## config.mk

```make
export PLATFORM = sky130hd
export DESIGN_NAME = uart_rx_fifo
export DESIGN_NICKNAME = d
export VERILOG_FILES = /design/src/rtl/uart_pkg.sv /design/src/rtl/uart_sync_fifo.sv /design/src/rtl/uart_rx_fifo.sv
export SDC_FILE = /design/constraint.sdc
export NUM_CORES = 1
export LEC_CHECK = 0
export CAP_MARGIN = 5
export CELL_PAD_IN_SITES_DETAIL_PLACEMENT = 1
export CELL_PAD_IN_SITES_GLOBAL_PLACEMENT = 2
export CORE_MARGIN = 1
export CORE_UTILIZATION = 51
export DETAILED_ROUTE_END_ITERATION = 10
export GPL_TIMING_DRIVEN = 0
export PLACE_DENSITY_LB_ADDON = 0.1
export SYNTH_ARGS = -nofsm -noshare
export SYNTH_HDL_FRONTEND = slang
export SYNTH_SLANG_ARGS = --single-unit
```

## constraint.sdc

```tcl
create_clock -name clk -period 6.7 [get_ports clk]
set_input_delay 1.005 -clock clk [delete_from_list [all_inputs] [get_ports clk]]
set_output_delay 1.005 -clock clk [all_outputs]
set_load 0.02 [all_outputs]
```

## src/rtl/uart_pkg.sv

```systemverilog
// Shared UART constants: data byte width and the tagged receive-entry width.
package uart_pkg;
    localparam int UART_DATA_W  = 8;
    localparam int UART_ENTRY_W = UART_DATA_W + 1;
endpackage

```

## src/rtl/uart_sync_fifo.sv

```systemverilog
// Synchronous first-word-fall-through FIFO: storage array plus wrap-bit pointers.
module uart_sync_fifo #(
    parameter int WIDTH = 9,
    parameter int DEPTH = 16,
    parameter int AW    = $clog2(DEPTH)
) (
    input  logic             clk,
    input  logic             resetn,
    input  logic             push,
    input  logic [WIDTH-1:0] wdata,
    input  logic             pop,
    output logic [WIDTH-1:0] rdata,
    output logic [AW:0]      level,
    output logic             full,
    output logic             empty
);
    logic [WIDTH-1:0] mem_q [DEPTH];
    logic [AW:0]      wr_ptr_q, wr_ptr_d;
    logic [AW:0]      rd_ptr_q, rd_ptr_d;

    // Pointer advance; the extra MSB distinguishes full from empty.
    always_comb begin
        wr_ptr_d = wr_ptr_q;
        rd_ptr_d = rd_ptr_q;
        if (push) begin
            wr_ptr_d = wr_ptr_q + {{AW{1'b0}}, 1'b1};
        end else begin
            wr_ptr_d = wr_ptr_q;
        end
        if (pop) begin
            rd_ptr_d = rd_ptr_q + {{AW{1'b0}}, 1'b1};
        end else begin
            rd_ptr_d = rd_ptr_q;
        end
    end

    // Pointer registers.
    always_ff @(posedge clk or negedge resetn) begin
        if (!resetn) begin
            wr_ptr_q <= '0;
            rd_ptr_q <= '0;
        end else begin
            wr_ptr_q <= wr_ptr_d;
            rd_ptr_q <= rd_ptr_d;
        end
    end

    // Storage write; contents are deliberately left unreset.
    always_ff @(posedge clk) begin
        if (push) begin
            mem_q[wr_ptr_q[AW-1:0]] <= wdata;
        end
    end

    assign rdata = mem_q[rd_ptr_q[AW-1:0]];
    assign level = wr_ptr_q - rd_ptr_q;
    assign empty = (wr_ptr_q == rd_ptr_q);
    assign full  = (level == (AW+1)'(DEPTH));
endmodule

```

## src/rtl/uart_rx_fifo.sv

```systemverilog
// UART receive buffer: tags each byte with its BREAK flag, queues it and
// records dropped bytes in a sticky overflow flag.
module uart_rx_fifo
    import uart_pkg::*;
#(
    parameter int DEPTH = 16,
    parameter int AW    = $clog2(DEPTH)
) (
    input  logic                   clk,
    input  logic                   resetn,
    input  logic                   recv_valid,
    input  logic [UART_DATA_W-1:0] recv_data,
    input  logic                   recv_break,
    output logic                   rd_valid,
    input  logic                   rd_ready,
    output logic [UART_DATA_W-1:0] rd_data,
    output logic                   rd_break,
    output logic [AW:0]            level,
    output logic                   full,
    output logic                   empty,
    output logic                   overflow,
    input  logic                   clr_overflow
);
    logic                    push_s;
    logic                    pop_s;
    logic                    drop_s;
    logic [UART_ENTRY_W-1:0] head_s;
    logic                    overflow_q, overflow_d;

    uart_sync_fifo #(
        .WIDTH (UART_ENTRY_W),
        .DEPTH (DEPTH),
        .AW    (AW)
    ) u_fifo (
        .clk    (clk),
        .resetn (resetn),
        .push   (push_s),
        .wdata  ({recv_break, recv_data}),
        .pop    (pop_s),
        .rdata  (head_s),
        .level  (level),
        .full   (full),
        .empty  (empty)
    );

    // A pop in the same cycle frees a slot, so a full FIFO still accepts the byte.
    always_comb begin
        pop_s  = !empty && rd_ready;
        push_s = recv_valid && (!full || pop_s);
        drop_s = recv_valid && !push_s;
        if (drop_s) begin
            overflow_d = 1'b1;
        end else if (clr_overflow) begin
            overflow_d = 1'b0;
        end else begin
            overflow_d = overflow_q;
        end
    end

    // Sticky overflow flag.
    always_ff @(posedge clk or negedge resetn) begin
        if (!resetn) begin
            overflow_q <= 1'b0;
        end else begin
            overflow_q <= overflow_d;
        end
    end

    assign rd_valid = !empty;
    assign rd_data  = head_s[UART_DATA_W-1:0];
    assign rd_break = head_s[UART_DATA_W];
    assign overflow = overflow_q;
endmodule

```

-- After elaboration in Yosys (flattened, before gate mapping)
Memory sizes are Yosys's and may differ from the RTL's.
Cells that the tools add are included.
- $add $sub $neg: 3
- $mul: 0
- divide/modulo/power cells: 0
- order comparisons: 0
- equal/unequal tests: 2
- shift-type cells: 0
- multiplexer cells: 4
- bitwise gates (word level): 0
- reduce and logical (&&, ||, !) cells: 8
- operator list (cell ; number):
    $add A5 B1 Y5 const B ; 2
    $eq A5 B5 Y1 ; 1
    $eq A5 B5 Y1 const B ; 1
    $sub A5 B5 Y5 ; 1
    $mux W1 ; 4
    $logic_and A1 B1 Y1 ; 3
    $logic_not A1 Y1 ; 3
    $reduce_bool A2 Y1 ; 1
    $logic_or A1 B1 Y1 ; 1
- register bits: 11
- bits in latches: 0
- RAM bits: 144
- bits in read-only memories: 0
- bits of input ports: 14
- logic and storage cells: 21
- memories kept: 1
- memories (name ; depth ; bits a word ; rd ports ; clocked after Yosys merged registers in ; wr ports ; RTL line ; RTL):
    u_fifo.mem_q ; 16 ; 9 ; 1 ; 0 ; 1 ; uart_sync_fifo.sv:17 ; logic [WIDTH-1:0] mem_q [DEPTH];

-- Longest topological paths before layout
- depth in word-level cells: 8
- mapped depth: 10
- depth with buffers taken out: 9

-- Modules after synthesis
From an unflattened synthesis, not the netlist that was laid out.
- cell total of the unflattened synthesis: 329
- area total of the unflattened synthesis: 6261.0 um2
- modules (own cells, without submodules) (module ; times used ; cells an instance ; area an instance (um2)):
    uart_sync_fifo ; 1 ; 321 ; 6193.4
    uart_rx_fifo ; 1 ; 8 ; 67.6

-- Worst setup path before layout
Ideal clock, no wire load.
- path kind: reg-to-reg
- start point: reg u_fifo.rd_ptr_q[1]
- end point: mem u_fifo.mem_q[0][0], enable pin
- arrival: 2.986 ns
- path slack: 3.315 ns
- stages on the path, launching flop included: 10
- cell sequence: dfrtp_1 > buf_2 > buf_1 > inv_1 > ha_1 > nand3b_1 > nand2_1 > xor2_4 > nor3_4 > nor4_1
- word-level cells in the longest chain between the ends: 7
- ends and longest elaborated chain (what ; RTL line ; RTL):
    start, declared ; uart_sync_fifo.sv:19 ; logic [AW:0] rd_ptr_q, rd_ptr_d;
    start signal, assigned ; uart_sync_fifo.sv:44 ; rd_ptr_q <= rd_ptr_d;
    $sub A5 B5 Y5 ; uart_sync_fifo.sv:56 ; assign level = wr_ptr_q - rd_ptr_q;
    net level[3] ; uart_rx_fifo.sv:18 ; output logic [AW:0] level,
    $eq A5 B5 Y1 ; uart_sync_fifo.sv:58 ; assign full = (level == (AW+1)'(DEPTH));
    $logic_not A1 Y1 ; uart_rx_fifo.sv:49 ; push_s = recv_valid && (!full || pop_s);
    $logic_or A1 B1 Y1 ; uart_rx_fifo.sv:49 ;
    $logic_and A1 B1 Y1 ; uart_rx_fifo.sv:49 ;
    $mux W1 ; uart_sync_fifo.sv:50 ; if (push) begin
    $mux W1 (not written as such) ; uart_sync_fifo.sv:51 ; mem_q[wr_ptr_q[AW-1:0]] <= wdata;
    end, declared ; uart_sync_fifo.sv:17 ;
The timed path passes the listed nets, and every way through them passes these cells.

-- Worst setup path in the final report
- start point: reg u_fifo.rd_ptr_q[1]
- end point: out level[3]
- word-level cells in the longest chain between the ends: 1
- ends and longest elaborated chain (what ; RTL line):
    $sub A5 B5 Y5 ; uart_sync_fifo.sv:56
    end, declared ; uart_rx_fifo.sv:18
No other way between the ends.

==> metrics.md <==
| Metric | Value |
|---|---|
| Clock Root Buffer | clkbuf_16 |
| R2R setup slack | 2680 ps |
| Boundary Pins | 32 |
| Commonest non-fill, non-tap cell in the layout | edfxtp_1 |
| # clock sinks | 155 |
| Share of cells above drive strength 1 | 0.293 |
| Maximum vdd drop | 439 µV |
| Crit path cell chain | buf_2, buf_1, inv_1, ha_1, nand3b_1, nand2_1, xor2_4, clkdlybuf4s50_1 |
| Setup violators final | 0 |
| Placed instance area | 7030 µm² |
| Crit path max-delay family | buffers and inverters |
| R2R Path Start | u_fifo.rd_ptr_q[1]$_DFFE_PN0P_ |
| Final worst-path cycle share | 0.674 |
| Clock-pin transition on the worst setup and hold timing paths | 60 ps |
| Die Span Y | 114 µm |
| Startpoint types | flip-flop |
| Syn. warnings | 0 |
| Status | finished clean |
| Final core utilization | 0.626 |
| Register area share after synthesis | 0.723 |
| Synth top area cells | edfxtp_1 (68%), mux4_2 (16%), dfrtp_1 (4.3%) |
| Area of the mapped netlist | 6360 µm² |
| Type of the worst min-delay path | flip-flop to flip-flop |
| Final wirelength | 13800 µm |
| Total CTS buffers | 17 |
| Largest family of logic cells by synthesized area | multiplexers |
| Leak | 2.47 nW |
| Global route overflow | 0 |
| Setup crit end kind | output pin |
| Post-synth top area cell | edfxtp_1 |
| DRC errors left | 0 |
| # diodes | 0 |
| #FFs+latches synth | 155 |
| GRT Total Usage | 0.242 |
| Hold path depth | 1 |
| Sw Ratio | 0.345 |
| CP required | 5690 ps |
| Hpwl dp | 9330 µm |
| RSZ-0062 raised after global routing | false |
| XOR/XNOR Fraction of Synth Area | 0.0191 |
| CP peak stage delay | 670 ps |
| Syn Inst Count | 303 |
| Yosys top cell area share | 0.680 |
| First-pass GRT wire length | 20900 µm |
| Final ANT Viol Nets | 0 |
| Most frequent cells in the layout | edfxtp_1 (144), mux4_2 (45), clkdlybuf4s50_1 (31) |
| Relative slew slack | 0.300 |
| Max frequency | 0.221 GHz |
| Clk_skew | 11.3 ps |
| Worst path arrival time | 3510 ps |
| Max-Cap Viols | 0 |
| Hold_sp | overflow$_DFFE_PN0P_ |
| Pin count of the biggest net entering global routing | 17 |
| CTS Buffer Depth | 2 |
| Vias in the first global route | 3306 |
| Setup CP Type | flip-flop to output pin |
| Initial antenna violation count | 0 |
| Logic pwr share | 0.417 |
| Syn Nets | 327 |
| Routed WL per cell | 25.3 µm |
| Reg2Reg Capture Point | u_fifo.mem_q[12][1]$_DFFE_PP_ |
| Setup TNS | 0 ps |
| Worst-Margin Slew | 1050 ps |
| Worst path buffer plus inverter count | 4 |
| Hold EP | overflow$_DFFE_PN0P_ |
| Post-CTS Hold Buffers | 0 |
| Vias post-DR | 3131 |
| Pwr per Cell Area | 487 nW/µm² |
| I/O Buffers | 31 |
| Std cell rows | 40 |
| CTS tree | done |
| Area Growth Syn to Fin | 19.2% |
| Clock power share | 0.245 |
| FF-to-FF path depth | 11 |
| Synth Area in Simple Gates | 0.0413 |
| Seq pwr share | 0.338 |
| Pre-antenna DRT Iters | 4 |
| Vias per cell | 5.77 |
| Final hold viol count | 0 |
| Synth unique cells | 40 |
| Die Area | 12900 µm² |
| Worst-path fanout max | 10 |
| Post-CTS Setup Bufs | 0 |
| Cell internal power dissipation | 0.00242 W |
| Core Box Area | 12100 µm² |
| Synth Area in Compound Gates | 0.0151 |
| Adder-Cell Fraction of Synth Area | 0.0208 |
| NetSw | 0.00127 W |
| Initial Util | 0.525 |
| Final period demand of the worst path | 4520 ps |
| Avg Inst Size Synth | 21.0 µm² |
| Die width | 114 µm |
| Max-slew violation count | 0 |
| 1st-iter DRT viols | 289 |
| # H-tree levels | 4 |
| PostCTS Resize Cnt | 0 |
| RePlAce Congestion | 0.719 |
| CP max-delay cell | clkdlybuf4s50_1 |
| Post-synthesis mux area share | 0.162 |
| Layout Nets | 386 |
| Final instance area | 7580 µm² |
| Worst-Skew Late Latency | 420 ps |
## flip-flops by register name, indices dropped and copies added (netlist names)
name / cells
u_fifo.mem_q: 144
u_fifo.rd_ptr_q: 5
u_fifo.wr_ptr_q: 5
overflow: 1
## logic make-up (layout without fill, tap and decap cells)
logic type	count (synthesis)	after routing
flops	155	155
xor+xnor	10	10
compound gates	11	11
buf+inv	24	96
mux	46	46
simple gates	47	47
fa+ha+maj	10	10
## worst register-to-register path, delay by kind of cell (launching register included)
| family | cells | cell delay [ps] |
|---|---|---|
| buffers and inverters | 5 | 1540 |
| AND/OR/NAND/NOR | 4 | 1060 |
| XOR/XNOR | 1 | 330 |
| flip-flops | 1 | 460 |
| adder cells (fa/ha/maj) | 1 | 340 |
## power groups by stage
stage | registers [W] | clock network [W] | logic, W
detailed placement | 0.00127 | 0 | 0.00156
CTS | 0.00125 | 0.000924 | 0.00156
finish | 0.00125 | 0.000906 | 0.00154
floorplan | 0.00125 | 0 | 0.00102
global placement | 0.00126 | 0 | 0.00151
global route | 0.00126 | 0.000959 | 0.00167
## per-layer routing
layer,wire (µm),share of wire,vias up,global-route usage
met3,745,0.054,4,0.0643
met2,6970,0.51,87,0.380
met1,5960,0.43,1681,0.329
li1,-,-,1359,-
met5,0,0,-,0
met4,76,0.0055,0,0.0895
## area by class of cell
type | count | area [µm²]
flip-flops and latches | 155 | 4600
fillers | 1011 | 4530
multi-input cells | 124 | 1700
clock buffers | 18 | 429
repair buffers | 40 | 400
well taps | 168 | 210
clock inverters | 14 | 128
plain buffers | 12 | 77.6
inverters | 12 | 45.0
## Yosys cell counts
cell type,count
inv_2,1
and2_1,1
a22o_2,1
nor2_1,7
xor2_4,1
nor3_1,10
and2_2,1
mux2_4,1
nor4_1,3
inv_1,11
buf_2,2
xnor2_1,7
nand2_1,9
o31ai_2,1
mux4_2,45
nand4_1,3
o21ai_0,3
a21oi_2,1
edfxtp_1,144
nand2_2,1
buf_1,2
o21ai_2,1
dfrtp_1,11
or3_1,1
or3_2,1
a21oi_1,1
nor2b_1,1
nor3_2,1
o31ai_4,1
fa_1,1
nand3b_1,1
xor2_2,2
ha_1,9
nand4b_1,2
nand3_1,1
buf_6,4
nor3_4,1
clkbuf_1,4
o211ai_1,2
nand2b_1,3
## through the flow
stage	setup slack, ps	hold WS (ps)	instances	total power (W)
floorplan	3320	497	303	0.00227
finish	2180	536	543	0.00369
detailed placement	2620	519	511	0.00283
global route	1910	557	543	0.00389
CTS	2120	539	543	0.00374
global placement	1640	501	502	0.00277
## how the worst max path moves through the flow
stage	from	to	slack (ps)	depth (start not counted)
after floorplan	u_fifo.rd_ptr_q[1]$_DFFE_PN0P_	u_fifo.mem_q[0][0]$_DFFE_PP_	3320	9
after global placement	u_fifo.rd_ptr_q[1]$_DFFE_PN0P_	u_fifo.mem_q[1][0]$_DFFE_PP_	1640	9
after detailed placement	u_fifo.rd_ptr_q[1]$_DFFE_PN0P_	level[3]	2620	8
after CTS	u_fifo.rd_ptr_q[1]$_DFFE_PN0P_	level[3]	2120	8
after global routing	u_fifo.rd_ptr_q[1]$_DFFE_PN0P_	level[3]	1910	8
final	u_fifo.rd_ptr_q[1]$_DFFE_PN0P_	level[3]	2180	8
(Power assumes the default switching activity.)
